`src/rtl/ctrl_pkg.sv`:
```
// -----------------------------------------------------------------------------
// ctrl_pkg
//   Shared constants for the RV32I multicycle control unit:
//     - FSM state encodings (IF, ID, EX, MEM, WB, HALT)
//     - major opcode constants for the supported instruction classes
//     - funct3 / funct7 field values used by the decoder
//     - ALUCtrl encodings understood by the datapath ALU
//     - alu_from_funct3(): shared funct3 -> ALU operation mapping used for
//       both register-register and register-immediate arithmetic
// -----------------------------------------------------------------------------
package ctrl_pkg;

  // FSM state encodings. HALT is only reachable when illegal-instruction
  // trapping is compiled in.
  localparam logic [2:0] ST_IF   = 3'd0;
  localparam logic [2:0] ST_ID   = 3'd1;
  localparam logic [2:0] ST_EX   = 3'd2;
  localparam logic [2:0] ST_MEM  = 3'd3;
  localparam logic [2:0] ST_WB   = 3'd4;
  localparam logic [2:0] ST_HALT = 3'd5;

  // Major opcodes (instr[6:0]).
  localparam logic [6:0] OP_R   = 7'b0110011;
  localparam logic [6:0] OP_I   = 7'b0010011;
  localparam logic [6:0] OP_LW  = 7'b0000011;
  localparam logic [6:0] OP_SW  = 7'b0100011;
  localparam logic [6:0] OP_BEQ = 7'b1100011;

  // funct3 values (instr[14:12]).
  localparam logic [2:0] F3_ADD = 3'b000;  // add/sub/addi
  localparam logic [2:0] F3_SLL = 3'b001;
  localparam logic [2:0] F3_SLT = 3'b010;
  localparam logic [2:0] F3_XOR = 3'b100;
  localparam logic [2:0] F3_SR  = 3'b101;  // srl/sra/srli/srai
  localparam logic [2:0] F3_OR  = 3'b110;
  localparam logic [2:0] F3_AND = 3'b111;
  localparam logic [2:0] F3_W   = 3'b010;  // word load/store
  localparam logic [2:0] F3_BEQ = 3'b000;

  // funct7 values (instr[31:25]); ALT selects sub/sra.
  localparam logic [6:0] F7_BASE = 7'b0000000;
  localparam logic [6:0] F7_ALT  = 7'b0100000;

  // ALUCtrl encodings.
  localparam logic [3:0] ALU_AND = 4'b0000;
  localparam logic [3:0] ALU_OR  = 4'b0001;
  localparam logic [3:0] ALU_ADD = 4'b0010;
  localparam logic [3:0] ALU_SUB = 4'b0110;
  localparam logic [3:0] ALU_SLT = 4'b0111;
  localparam logic [3:0] ALU_SRL = 4'b1000;
  localparam logic [3:0] ALU_SLL = 4'b1001;
  localparam logic [3:0] ALU_SRA = 4'b1010;
  localparam logic [3:0] ALU_XOR = 4'b1101;

  // Result of the funct3 lookup: the ALU operation plus whether funct3
  // names an operation this core implements at all (sltu is not).
  typedef struct packed {
    logic [3:0] op;
    logic       ok;
  } alu_sel_t;

  // alt selects the alternate form of funct3 000 (sub) and 101 (sra).
  // The caller decides when alt may be honoured for each opcode.
  function automatic alu_sel_t alu_from_funct3(input logic [2:0] funct3,
                                               input logic       alt);
    alu_sel_t s;
    s.ok = 1'b1;
    case (funct3)
      F3_ADD:  s.op = alt ? ALU_SUB : ALU_ADD;
      F3_SLL:  s.op = ALU_SLL;
      F3_SLT:  s.op = ALU_SLT;
      F3_XOR:  s.op = ALU_XOR;
      F3_SR:   s.op = alt ? ALU_SRA : ALU_SRL;
      F3_OR:   s.op = ALU_OR;
      F3_AND:  s.op = ALU_AND;
      default: begin
        s.op = ALU_ADD;
        s.ok = 1'b0;
      end
    endcase
    return s;
  endfunction

endpackage

```
`src/rtl/multicycle_ctrl_alu_decoder.sv`:
```
// -----------------------------------------------------------------------------
// alu_decoder
//   Combinational instruction decoder for the multicycle control unit.
//   Classifies the instruction, selects the ALU operation and operand source,
//   and flags any encoding outside the supported RV32I subset.
//
// Ports
//   opcode      in   7  instr[6:0]
//   funct3      in   3  instr[14:12]
//   funct7      in   7  instr[31:25] (bit 5 picks sub/sra; the rest must be 0)
//   alu_ctrl    out  4  ALU operation for EX/MEM/WB
//   alu_src     out  1  ALU op2 = immediate
//   is_alu      out  1  R-type or I-type arithmetic
//   is_load     out  1  lw
//   is_store    out  1  sw
//   is_branch   out  1  beq
//   unsupported out  1  encoding lies outside the decoded RV32I subset
// -----------------------------------------------------------------------------
module alu_decoder
  import ctrl_pkg::*;
(
  input  logic [6:0] opcode,
  input  logic [2:0] funct3,
  input  logic [6:0] funct7,
  output logic [3:0] alu_ctrl,
  output logic       alu_src,
  output logic       is_alu,
  output logic       is_load,
  output logic       is_store,
  output logic       is_branch,
  output logic       unsupported
);

  logic     alt;
  alu_sel_t sel;

  // instr[30] only distinguishes sub from add for R-type; for immediates
  // that bit belongs to the immediate, except on the right-shift form.
  assign alt = funct7[5] & ((opcode == OP_R) | (funct3 == F3_SR));
  assign sel = alu_from_funct3(funct3, alt);

  always_comb begin
    // NOTE: every output gets a default before the case so that no path
    // through the block leaves one unassigned, which would infer a latch.
    alu_ctrl    = ALU_ADD;
    alu_src     = 1'b0;
    is_alu      = 1'b0;
    is_load     = 1'b0;
    is_store    = 1'b0;
    is_branch   = 1'b0;
    unsupported = 1'b1;

    case (opcode)
      OP_R: begin
        is_alu   = 1'b1;
        alu_ctrl = sel.op;
        // funct7 must be all-zero, or 0x20 on the two ops that have an
        // alternate form (sub, sra).
        unsupported = !sel.ok ||
                      !((funct7 == F7_BASE) ||
                        ((funct7 == F7_ALT) &&
                         ((funct3 == F3_ADD) || (funct3 == F3_SR))));
      end

      OP_I: begin
        is_alu   = 1'b1;
        alu_src  = 1'b1;
        alu_ctrl = sel.op;
        // Shift immediates carry funct7 in the upper immediate bits; other
        // immediates use those bits as plain immediate data.
        case (funct3)
          F3_SLL:  unsupported = (funct7 != F7_BASE);
          F3_SR:   unsupported = (funct7 != F7_BASE) && (funct7 != F7_ALT);
          default: unsupported = !sel.ok;
        endcase
      end

      OP_LW: begin
        is_load     = 1'b1;
        alu_src     = 1'b1;
        alu_ctrl    = ALU_ADD;
        unsupported = (funct3 != F3_W);
      end

      OP_SW: begin
        is_store    = 1'b1;
        alu_src     = 1'b1;
        alu_ctrl    = ALU_ADD;
        unsupported = (funct3 != F3_W);
      end

      OP_BEQ: begin
        is_branch   = 1'b1;
        alu_src     = 1'b0;
        alu_ctrl    = ALU_SUB;
        unsupported = (funct3 != F3_BEQ);
      end

      default: unsupported = 1'b1;
    endcase
  end

endmodule

```
`src/rtl/multicycle_ctrl.sv`:
```
// -----------------------------------------------------------------------------
// multicycle_ctrl
//   Control FSM for the RV32I multicycle datapath. Sequences each instruction
//   through IF -> ID -> EX -> (MEM) -> (WB) and drives the datapath strobes.
//   Outputs are combinational from the state, the held instruction word and
//   the handshake inputs that end a state (Zero in BEQ EX, mem_ready in MEM).
//
//   Parameter MEM_WAIT_MAX : cycles allowed in MEM before progress is forced
//                            (0 = wait forever for mem_ready).
//   Macro ILLEGAL_TRAP_EN  : when defined, an unsupported instruction sets the
//                            sticky illegal flag and parks the FSM in HALT
//                            until rst; when undefined it retires as a NOP and
//                            illegal is tied low.
//
// Ports
//   clk         in   1   clock
//   rst         in   1   synchronous active-high reset
//   instr       in   32  current instruction, stable from ID to next IF
//   instr_valid in   1   instruction memory returned instr this cycle
//   mem_ready   in   1   data memory completed the access this cycle
//   Zero        in   1   ALU zero flag
//   ifetch      out  1   instruction fetch request (IF)
//   PCSrc       out  1   PC takes branch target
//   ALUSrc      out  1   ALU op2 = immediate
//   RegWrite    out  1   register file write enable
//   MemToReg    out  1   writeback data from memory
//   MemRead     out  1   data memory read strobe
//   MemWrite    out  1   data memory write strobe
//   ALUCtrl     out  4   ALU operation
//   loadPC      out  1   one-cycle PC update, once per retired instruction
//   illegal     out  1   sticky illegal-instruction flag
// -----------------------------------------------------------------------------
module multicycle_ctrl
  import ctrl_pkg::*;
#(
  parameter int MEM_WAIT_MAX = 16
) (
  input  logic        clk,
  input  logic        rst,
  input  logic [31:0] instr,
  input  logic        instr_valid,
  input  logic        mem_ready,
  input  logic        Zero,
  output logic        ifetch,
  output logic        PCSrc,
  output logic        ALUSrc,
  output logic        RegWrite,
  output logic        MemToReg,
  output logic        MemRead,
  output logic        MemWrite,
  output logic [3:0]  ALUCtrl,
  output logic        loadPC,
  output logic        illegal
);

  // The counter only has to reach MEM_WAIT_MAX-1: that value marks the last
  // permitted MEM cycle.
  localparam int CW = (MEM_WAIT_MAX > 1) ? $clog2(MEM_WAIT_MAX) : 1;
  localparam logic [CW-1:0] WAIT_LAST =
    CW'((MEM_WAIT_MAX > 0) ? MEM_WAIT_MAX - 1 : 0);

  logic [2:0]    state;
  logic [2:0]    state_nxt;
  logic [CW-1:0] wait_cnt;
  logic          mem_done;

  logic [3:0]    dec_alu_ctrl;
  logic          dec_alu_src;
  logic          is_alu;
  logic          is_load;
  logic          is_store;
  logic          is_branch;
  logic          unsupported;

  // Register and immediate fields are consumed by the datapath, not here.
  logic          unused_instr_bits;
  assign unused_instr_bits = ^{instr[24:15], instr[11:7]};

  alu_decoder u_dec (
    .opcode      (instr[6:0]),
    .funct3      (instr[14:12]),
    .funct7      (instr[31:25]),
    .alu_ctrl    (dec_alu_ctrl),
    .alu_src     (dec_alu_src),
    .is_alu      (is_alu),
    .is_load     (is_load),
    .is_store    (is_store),
    .is_branch   (is_branch),
    .unsupported (unsupported)
  );

  // A timed-out access completes exactly like one acknowledged by memory.
  assign mem_done = mem_ready ||
                    ((MEM_WAIT_MAX > 0) && (wait_cnt == WAIT_LAST));

  // ---------------------------------------------------------------------------
  // State and MEM wait counter
  // ---------------------------------------------------------------------------
  always_ff @(posedge clk) begin
    // NOTE: sequential state uses non-blocking assignments so every register
    // samples the pre-edge values regardless of statement order.
    if (rst) begin
      state    <= ST_IF;
      wait_cnt <= '0;
    end else begin
      state <= state_nxt;
      // Held at zero outside MEM, so it is clear on every MEM entry.
      if (state == ST_MEM) begin
        wait_cnt <= wait_cnt + 1'b1;
      end else begin
        wait_cnt <= '0;
      end
    end
  end

`ifdef ILLEGAL_TRAP_EN
  always_ff @(posedge clk) begin
    if (rst) begin
      illegal <= 1'b0;
    end else if ((state == ST_ID) && unsupported) begin
      illegal <= 1'b1;
    end
  end
`else
  assign illegal = 1'b0;
`endif

  // ---------------------------------------------------------------------------
  // Next-state logic
  // ---------------------------------------------------------------------------
  always_comb begin
    state_nxt = state;
    case (state)
      ST_IF: begin
        if (instr_valid) state_nxt = ST_ID;
      end

      ST_ID: begin
        if (unsupported) begin
`ifdef ILLEGAL_TRAP_EN
          state_nxt = ST_HALT;
`else
          state_nxt = ST_IF;
`endif
        end else begin
          state_nxt = ST_EX;
        end
      end

      ST_EX: begin
        if (is_load || is_store) begin
          state_nxt = ST_MEM;
        end else if (is_branch) begin
          state_nxt = ST_IF;
        end else begin
          state_nxt = ST_WB;
        end
      end

      ST_MEM: begin
        if (mem_done) state_nxt = is_load ? ST_WB : ST_IF;
      end

      ST_WB: state_nxt = ST_IF;

`ifdef ILLEGAL_TRAP_EN
      ST_HALT: state_nxt = ST_HALT;
`endif

      default: state_nxt = ST_IF;
    endcase
  end

  // ---------------------------------------------------------------------------
  // Output decode
  // ---------------------------------------------------------------------------
  always_comb begin
    ifetch   = 1'b0;
    PCSrc    = 1'b0;
    ALUSrc   = 1'b0;
    RegWrite = 1'b0;
    MemToReg = 1'b0;
    MemRead  = 1'b0;
    MemWrite = 1'b0;
    ALUCtrl  = ALU_AND;
    loadPC   = 1'b0;

    case (state)
      ST_IF: ifetch = 1'b1;

      ST_ID: begin
`ifndef ILLEGAL_TRAP_EN
        // Unsupported instruction retires here as a NOP.
        loadPC = unsupported;
`endif
      end

      ST_EX: begin
        ALUSrc  = dec_alu_src;
        ALUCtrl = dec_alu_ctrl;
        if (is_branch) begin
          loadPC = 1'b1;
          PCSrc  = Zero;
        end
      end

      // ALU controls stay at their EX values so the address/result the
      // datapath is using does not move under the memory or the regfile.
      ST_MEM: begin
        ALUSrc   = dec_alu_src;
        ALUCtrl  = dec_alu_ctrl;
        MemRead  = is_load;
        MemWrite = is_store;
        loadPC   = is_store && mem_done;
      end

      ST_WB: begin
        ALUSrc   = dec_alu_src;
        ALUCtrl  = dec_alu_ctrl;
        RegWrite = 1'b1;
        MemToReg = is_load;
        loadPC   = 1'b1;
      end

      default: ;
    endcase

    // Reset aborts whatever is in flight: nothing may commit in that cycle.
    if (rst) begin
      PCSrc    = 1'b0;
      ALUSrc   = 1'b0;
      RegWrite = 1'b0;
      MemToReg = 1'b0;
      MemRead  = 1'b0;
      MemWrite = 1'b0;
      ALUCtrl  = ALU_AND;
      loadPC   = 1'b0;
    end
  end

endmodule

```
`config.mk`:
```
export PLATFORM = sky130hd
export DESIGN_NAME = multicycle_ctrl
export DESIGN_NICKNAME = d
export VERILOG_FILES = /design/src/rtl/ctrl_pkg.sv /design/src/rtl/multicycle_ctrl_alu_decoder.sv /design/src/rtl/multicycle_ctrl.sv
export SDC_FILE = /design/constraint.sdc
export NUM_CORES = 1
export LEC_CHECK = 0
export CAP_MARGIN = 20
export CELL_PAD_IN_SITES_DETAIL_PLACEMENT = 1
export CELL_PAD_IN_SITES_GLOBAL_PLACEMENT = 2
export CORE_MARGIN = 8
export CORE_UTILIZATION = 17
export CTS_CLUSTER_SIZE = 10
export DETAILED_ROUTE_END_ITERATION = 10
export PLACE_DENSITY = 0.89
export SYNTH_ARGS = -nofsm -noshare
export SYNTH_HDL_FRONTEND = slang
export SYNTH_SLANG_ARGS = --single-unit
```
`constraint.sdc`:
```
create_clock -name clk -period 2.7 [get_ports clk]
set_input_delay 0.54 -clock clk [delete_from_list [all_inputs] [get_ports clk]]
set_output_delay 0.54 -clock clk [all_outputs]
set_load 0.02 [all_outputs]
```
==> metrics.md <==
| Metric | Value |
|---|---|
| Main combinational cell family by area after synthesis | `simple AND/OR/NAND/NOR gates` |
| DIE HEIGHT | `around 78 um` |
| RSZ-0062 raised after global routing | `true` |
| Synth top area share | `a little over a fifth` |
| Pwr Total | `between 0.3 and 0.4 mW` |
| Worst slack at placement | `-0.510 ns` |
| Fmax | `about 370 MHz` |
| VDD IR-drop max | `about 97 uV` |
| Number of synthesized flops with an enable pin | `0` |
| WL final | `around 2800 um` |
| Seq/Total Area, Yosys | `a little over a fifth` |
| Dominant synthesized flop cell | `dfxtp_1` |
| Synth Instances | `90` |
| Syn avg cell area | `roughly 7.3 sq um` |
| Pin count of the biggest net entering global routing | `10` |
| Clock buffer depth | `2` |
| GP Congestion | `between 0.7 and 0.8` |
| I/O pin total | `50` |
| CP endpoint kind | `output pin` |
| Library cells used by synthesis | `41` |
| Global-route wire length before repair | `roughly 4400 um` |
| Chip Width | `between 70 and 80 um` |
| Hold Fails Final Rpt | `0` |
| Fill count | `470` |
| Max Slew Vio Count | `0` |
| Cell area after synthesis | `approximately 650 sq um` |
| Compound-Gate Fraction of Synth Area | `just over 20%` |
| Reg clk slew, reported paths | `0.04 ns` |
| Final Cycle Share | `98.8%` |
| Fin nets | `188` |
| HPWL Detailed | `2280 um` |
| Crit path DAT | `between 2 and 2.5 ns` |
| Initial antenna violation count | `0` |
| LEAKAGE | `a little under 0.6 nW` |
| Core ar. | `3690 sq um` |
| Ant. Diodes | `0` |
| CTS tree | `built` |
| Clk_lat worst skew | `approximately 0.23 ns` |
| Vias per inst | `between 4 and 5` |
| Critical path required time | `around 2.2 ns` |
| Crit-path max FO | `4` |
| Setup CP Type | `input pin to output pin` |
| Hold slack | `~0.45 ns` |
| Clock Sinks | `7` |
| Hold Path Class | `flip-flop to flip-flop` |
| Htree depth | `1` |
| Critical path startpoint category | `input pin` |
| Adder-cell share of the synthesized area | `under 10%` |
| Core Util, Final | `36.1%` |
| Area delta synth->final | `103%` |
| Post-route ant nets | `0` |
| Gr usage total | `between 8 and 9%` |
| Clk_skew | `approximately 0.00034 ns` |
| Rows | `22` |
| Layout cells sized above 1 | `36.9%` |
| GRT overflow | `0` |
| Asr flop ratio synth | `0%` |
| # hold bufs at CTS | `0` |
| Starting Density | `between 10% and 20%` |
| Post-Syn Nets | `around 130` |
| #FFs+latches synth | `7` |
| Routed length per instance | `approximately 14 um` |
| Pre-Repair DR Iteration Count | `2` |
| Commonest cells in the netlist | `13 x nor2_1, 8 x nand2_1, 7 x dfxtp_1, 7 x nor3_1, 4 x a21oi_1` |
| Synth Area in Simple Gates | `between 40% and 50%` |
| # setup viols final | `0` |
| CTS buffer count | `3` |
| Die ar. | `6090 sq um` |
| Xor and xnor area share after synthesis | `under 10%` |
| CTS root buf | `clkbuf_8` |
| Vias | `between 800 and 900` |
| Post-route setup slack | `between 0.03 and 0.04 ns` |
| PortBufs | `33` |
| Ratio of total power to cell area | `272 nW/um^2` |
| Residual DRC count | `0` |
| Post-synthesis mux area share | `1.53%` |
| Vias in the first global route | `approximately 1000` |
| Area leader, netlist | `dfxtp_1` |
| Total of max-cap violations | `0` |
| Synth top area cells | `dfxtp_1 21%, nor2_1 7.5%, nor3_1 5.4%` |
| Most common cell in the netlist | `nor2_1` |
| Min Tclk post-route | `about 2.7 ns` |
| Yosys warning total | `0` |
| Initial DRC count | `29` |
| Outcome | `completed` |
==> cells in the final DEF (no fill, tap or decap), drive strengths merged, types with 2 or more instances in the layout <==
cell / instances
nand2: 8
a211oi: 3
nor3: 8
nor2: 13
clkdlybuf4s50: 17
nand3: 2
xor2: 2
o22ai: 3
or4: 2
a31oi: 2
clkbuf: 6
o31ai: 2
dlymetal6s2s: 6
buf: 33
dfxtp: 7
nor2b: 3
inv: 2
nand2b: 3
dlygate4sd2: 2
a21oi: 4
==> power breakdown <==
| part | switching, mW | total [mW] | internal [mW] | leakage [nW] |
|---|---|---|---|---|
| combinational | 0.0436 | 0.105 | 0.0619 | 0.514 |
| clock | 0.0490 | 0.151 | 0.102 | 0.0228 |
| sequential | 0.000463 | 0.105 | 0.105 | 0.0566 |
| total | 0.0931 | 0.362 | 0.269 | 0.593 |
==> layout make-up <==
cell class              count  area (sq um)  share of cell area, %
multi-input cells          75           556                   41.7
repair buffers             61           523                   39.3
flip-flops and latches      7           140                   10.5
well taps                  48          60.1                   4.51
clock buffers               4          45.0                   3.38
inverters                   2          7.51                  0.564
==> flip-flops by register name, summed over array words and instances (netlist names) <==
| signal | count |
|---|---|
| state | 3 |
| wait_cnt | 4 |
==> critical path, cell delays in order <==
cell	delay, ns
clkdlybuf4s50_1	0.40
and4bb_2	0.34
buf_4	0.13
nand3_1	0.12
a31oi_4	0.19
a211oi_2	0.06
o22ai_1	0.18
buf_4	0.17
==> layer usage <==
metal / part of all wire, % / GRT usage [%] / vias to the layer above
li1: - / - / 445
met1: 39 / 8.15 / 421
met2: 55 / 16.7 / 20
met3: 5.0 / 2.51 / 4
met4: 1.2 / 3.33 / 0
met5: 0 / 0 / -
==> kinds of logic after synthesis <==
kind of cell,Yosys count
and+or+nand+nor,50
AOI/OAI and AO/OA,19
buffers and inverters,8
DFF,7
xor gates and xnor gates,3
adders and majority gates,1
other,1
muxes,1
==> repair_timing <==
| action | 4_1_cts | 5_1_grt |
|---|---|---|
| setup buffers | 0 | 0 |
| setup endpoints to repair | 10 | 7 |
| endpoints found under the hold margin | 0 | 0 |
| pin swaps | 1 | 7 |
| resized for setup | 25 | 32 |
==> path summary, 6_finish.rpt <==
path / cells past startpoint / end / startpoint / slack, ns
setup reg to reg: 7 / state[0] / wait_cnt[0] / 1.27
setup / recovery: 8 / loadPC / instr[2] / 0.03
hold reg to reg: 1 / wait_cnt[0] / wait_cnt[0] / 0.45
hold / removal: 1 / wait_cnt[0] / wait_cnt[0] / 0.45
==> metrics by stage <==
| stage | cells | instance area, sq um | TNS (ns) |
|---|---|---|---|
| final | 197 | 1330 | 0 |
| after CTS | 197 | 1260 | -0.0988 |
| after detailed placement | 193 | 1230 | -3.14 |
| after floorplan | 90 | 654 | 0 |
| after global placement | 193 | 1230 | -2.78 |
| after global routing | 197 | 1330 | -0.0869 |
Power figures use the tool's default switching activity.
